<file path="src/rtl/btn_onepulse_tx.sv">
// Pushbutton front end: 2-flop synchroniser, counter debouncer and a small FSM that
// turns each debounced press into one registered pulse, with optional auto-repeat.
module btn_onepulse_tx #(
  parameter int DB_CYCLES     = 4,
  parameter int HOLD_CYCLES   = 100,
  parameter int REPEAT_CYCLES = 20,
  parameter int REPEAT_EN     = 1,
  parameter int CNT_W         = 8
) (
  input  logic clk,
  input  logic rst,
  input  logic btn_raw,
  output logic pulse,
  output logic btn_level,
  output logic held
);

  localparam logic [CNT_W-1:0] DB_LAST   = CNT_W'(DB_CYCLES - 1);
  localparam logic [CNT_W-1:0] HOLD_LAST = CNT_W'(HOLD_CYCLES - 1);
  localparam logic [CNT_W-1:0] REP_LAST  = CNT_W'(REPEAT_CYCLES - 1);
  localparam logic [CNT_W-1:0] CNT_ONE   = CNT_W'(1);

  typedef enum logic [1:0] {IDLE, PRESSED, REPEAT} state_t;

  logic             sync1_q, sync2_q;
  logic             level_q, level_d;
  logic [CNT_W-1:0] db_cnt_q, db_cnt_d;
  state_t           state_q, state_d;
  logic [CNT_W-1:0] hold_cnt_q, hold_cnt_d;
  logic [CNT_W-1:0] rep_cnt_q, rep_cnt_d;
  logic             pulse_q, pulse_d;
  logic             held_q, held_d;

  always_ff @(posedge clk or negedge rst) begin
    if (!rst) begin
      sync1_q    <= 1'b0;
      sync2_q    <= 1'b0;
      level_q    <= 1'b0;
      db_cnt_q   <= '0;
      state_q    <= IDLE;
      hold_cnt_q <= '0;
      rep_cnt_q  <= '0;
      pulse_q    <= 1'b0;
      held_q     <= 1'b0;
    end else begin
      sync1_q    <= btn_raw;
      sync2_q    <= sync1_q;
      level_q    <= level_d;
      db_cnt_q   <= db_cnt_d;
      state_q    <= state_d;
      hold_cnt_q <= hold_cnt_d;
      rep_cnt_q  <= rep_cnt_d;
      pulse_q    <= pulse_d;
      held_q     <= held_d;
    end
  end

  // Level flips only after DB_CYCLES consecutive mismatching synced samples.
  always_comb begin
    level_d  = level_q;
    db_cnt_d = '0;
    if (sync2_q != level_q) begin
      if (db_cnt_q == DB_LAST) begin
        level_d = sync2_q;
      end else begin
        db_cnt_d = db_cnt_q + CNT_ONE;
      end
    end
  end

  always_comb begin
    state_d    = state_q;
    hold_cnt_d = hold_cnt_q;
    rep_cnt_d  = rep_cnt_q;
    pulse_d    = 1'b0;
    held_d     = held_q;
    if (!level_q) begin
      // Release has priority over any terminal count in the same cycle.
      state_d    = IDLE;
      hold_cnt_d = '0;
      rep_cnt_d  = '0;
      held_d     = 1'b0;
    end else begin
      case (state_q)
        IDLE: begin
          pulse_d    = 1'b1;
          hold_cnt_d = '0;
          state_d    = PRESSED;
        end
        PRESSED: begin
          if (hold_cnt_q == HOLD_LAST) begin
            // Terminal count waits a cycle if the previous cycle already pulsed.
            if (REPEAT_EN != 0 && !pulse_q) begin
              pulse_d   = 1'b1;
              rep_cnt_d = '0;
              held_d    = 1'b1;
              state_d   = REPEAT;
            end
          end else begin
            hold_cnt_d = hold_cnt_q + CNT_ONE;
          end
        end
        REPEAT: begin
          if (rep_cnt_q == REP_LAST) begin
            if (!pulse_q) begin
              pulse_d   = 1'b1;
              rep_cnt_d = '0;
            end
          end else begin
            rep_cnt_d = rep_cnt_q + CNT_ONE;
          end
        end
        default: state_d = IDLE;
      endcase
    end
  end

  assign pulse     = pulse_q;
  assign btn_level = level_q;
  assign held      = held_q;

endmodule

</file>
<file path="config.mk">
export PLATFORM = sky130hd
export DESIGN_NAME = btn_onepulse_tx
export DESIGN_NICKNAME = d
export VERILOG_FILES = /design/src/rtl/btn_onepulse_tx.sv
export SDC_FILE = /design/constraint.sdc
export NUM_CORES = 1
export LEC_CHECK = 0
export BUFFER_PORTS_ARGS = -buffer_cell sky130_fd_sc_hd__buf_2
export CORE_MARGIN = 1
export CORE_UTILIZATION = 61
export DETAILED_ROUTE_END_ITERATION = 10
export HOLD_SLACK_MARGIN = 0.08
export PLACE_DENSITY = 0.79
export SYNTH_ARGS = -nofsm -noshare
export SYNTH_HDL_FRONTEND = slang
export SYNTH_SLANG_ARGS = --single-unit
export TNS_END_PERCENT = 10
</file>
<file path="constraint.sdc">
create_clock -name clk -period 2.52 [get_ports clk]
set_input_delay 0.126 -clock clk [delete_from_list [all_inputs] [get_ports clk]]
set_output_delay 0.126 -clock clk [all_outputs]
set_load 0.1 [all_outputs]
</file>
==> impl_metrics.toml <==
[outcome]
status = "complete, no violations"

[critical_path]
path_delay_family = "simple AND/OR/NAND/NOR gates"
slowest_delay_ns = 0.53
path_max_fanout = 10
critPathArrivalTime_ns = 2.26
path_cells = "ha_1 -> nand4b_1 -> or3_4 -> a21oi_2 -> mux2i_1"
cp_slowest_cell = "or3_4"
crit_path_start_kind = "flop"
crit_type = "reg -> reg"
end_kind = "flop"
path_buf_inv = 0
cp.required_ns = 2.78

[finish]
fin_util = 0.7058
final_common_cell = "dfrtp_1"
fin_nets = 212
area_growth_pct = 8.732
final_cells = 234
layout_common_cells = "dfrtp_1 (31), nand2_1 (27), nor2_1 (14)"
post_route_cells_drive_above_1_share = 0.1330
antenna_cells = 0
fillers = 192

[timing]
tightest_slew_ns = 0.6711
skew_ns = 0.01366
setup-tns-final_ns = 0
finalSetupViolations = 0
fin_crit_sh = 0.7901
relSlewSlack = 0.5526
slew_violations = 0
fmax_mhz = 502.2
hold_viol = 0
finalCriticalPeriod_ns = 1.991
grt_setup_unrepaired = "no"

[cts]
ctsHtreeMaxLevel = 2
cts_tree = "done"
cts.sinks = 31
clk_pin_slew_worst_paths_ns = 0.11
clock_latency_ns = 0.35
postCtsSetupRepairBufs = 0
numCtsBuffers = 5
cts_buffer_depth = 2
root_buffer = "clkbuf_4"

[global_routing]
grt_usage = 0.2592
grt-ovfl-total = 0
antenna_found_initial = 0
grt_pass1_wl_mm = 6.396
grt_max_degree = 32
first_global_vias = 1450

[die]
core_um2 = 2781
die_area_um2 = 3182
rows = 19
initial_core_util = 0.6491
ios = 6
die_w_um = 56.41
die_height_um = 56.41

[worst_hold_path]
hp-class = "in -> async"

[pwr]
max-vdd-ir-drop_uv = 617.1
p_per_area_nw_per_um2 = 770.3
power_mw = 1.512
total_leakage_power_nw = 0.8426

[logic_synthesis]
synthCells = 192
synth_nets = 202
synth_edf_count = 0
synth-seq-area-share = 0.4297
synth_area_um2 = 1805
synth_seq_cells = 31
synth.distinct_cells = 46
ys_warn_count = 0
syn_area_per_cell_um2 = 9.404
async_flop_share = 1.000
ys.flop_type = "dfrtp_1"

[route]
wl_per_cell_um = 15.13
drc = 0
viasPerCell = 6.239
ant_nets = 0
wirelength_mm = 3.540
vias = 1460
drtIter0Drc = 66
firstDrtPassIters = 4

[placed_design]
post-dp-hpwl_mm = 2.429
io_buffers = 5
gp_congestion = 0.8579
dp_cells = 224

[flow_run]
maxCapViolations = 0
[routing by layer]
layer  global-route usage  wire length, µm  up-vias
met5                    0                0        -
met2               0.4218             1687       45
li1                     -                -      706
met3              0.06912              189       10
met1               0.3308             1594      699
met4               0.1010               69        0
[report_power, final]
part	internal, mW	switching [mW]	total [mW]
Clock	0.234	0.184	0.418
Sequential	0.544	0.0830	0.627
Combinational	0.159	0.309	0.467
[stage by stage]
stage                     worst slack (ns)  cell area (µm²)  hold slack, ns
after CTS                           0.5357             1963          0.3667
after global placement              0.6723             1857          0.1946
after floorplan                     0.6816             1805         -0.1696
after detailed placement            0.5729             1857          0.2041
final                               0.5289             1963          0.3368
after global routing                0.3949             1963          0.3765
[repair_timing]
item,CTS,global route
resized for setup,0,0
hold buffers,2,0
hold endpoints to repair,32,0
[Yosys cell counts, types with 2 or more instances]
| cell | n | area [µm²] |
|---|---|---|
| a21boi_1 | 2 | 15.01 |
| o21a_1 | 8 | 60.06 |
| o311a_1 | 2 | 20.02 |
| nor2_1 | 14 | 52.55 |
| mux2_2 | 2 | 22.52 |
| nand3_1 | 11 | 55.05 |
| a22oi_1 | 2 | 15.01 |
| ha_1 | 7 | 87.58 |
| nor2b_1 | 3 | 18.77 |
| or3_1 | 2 | 12.51 |
| o22ai_1 | 5 | 31.28 |
| nand2b_1 | 2 | 12.51 |
| inv_1 | 8 | 30.03 |
| and3_1 | 6 | 37.54 |
| nand2_1 | 27 | 101.4 |
| xor2_1 | 7 | 61.31 |
| clkbuf_1 | 5 | 18.77 |
| o21ai_1 | 2 | 10.01 |
| a21oi_1 | 4 | 20.02 |
| o21ai_0 | 7 | 35.03 |
| nor3_1 | 5 | 25.02 |
| xnor2_1 | 4 | 35.03 |
| a21oi_2 | 2 | 17.52 |
| dfrtp_1 | 31 | 775.7 |
| a21boi_0 | 2 | 15.01 |
| a31o_1 | 2 | 17.52 |
[sequential cells by signal, indices dropped and copies added (netlist names)]
| name | count |
|---|---|
| db_cnt_q | 8 |
| pulse | 1 |
| hold_cnt_q | 8 |
| sync2_q | 1 |
| btn_level | 1 |
| state_q | 2 |
| rep_cnt_q | 8 |
| held | 1 |
| sync1_q | 1 |
[worst paths after layout]
| kind | endpoint | start | cells after the start | slack (ns) |
|---|---|---|---|---|
| setup / recovery | state_q[0]$_DFFE_PN0P_ | hold_cnt_q[0]$_DFFE_PN0P_ | 5 | 0.53 |
| hold reg to reg | sync2_q$_DFF_PN0_ | sync1_q$_DFF_PN0_ | 0 | 0.35 |
| setup reg to reg | state_q[0]$_DFFE_PN0P_ | hold_cnt_q[0]$_DFFE_PN0P_ | 5 | 0.53 |
| max in group asynchronous | sync1_q$_DFF_PN0_ | rst | 2 | 1.74 |
| min in group clk | sync2_q$_DFF_PN0_ | sync1_q$_DFF_PN0_ | 0 | 0.35 |
| hold / removal | db_cnt_q[5]$_DFF_PN0_ | rst | 2 | 0.34 |
[cells by family (layout without fill, tap and decap cells)]
kind of cell             count (synthesis)  count (layout)  share of synthesized area
AND/OR/NAND/NOR                         78              78                     0.2183
AO/OA/AOI/OAI                           47              47                     0.1961
flip-flops                              31              31                     0.4297
buffers and inverters                   15              26                    0.03603
XOR/XNOR                                11              11                    0.05336
adder cells (fa/ha/maj)                  7               7                    0.04851
multiplexers                             3               3                    0.01802
[final cells by class]
class	instances	area, µm²	share of cell area
repair buffers	10	67.56	0.03442
inverters	8	30.03	0.01530
clock inverters	2	35.03	0.01785
flip-flops and latches	31	775.7	0.3952
clock buffers	6	51.30	0.02613
well taps	31	38.79	0.01976
multi-input cells	146	964.7	0.4914
Note: power is estimated with default switching activity, not from simulation.
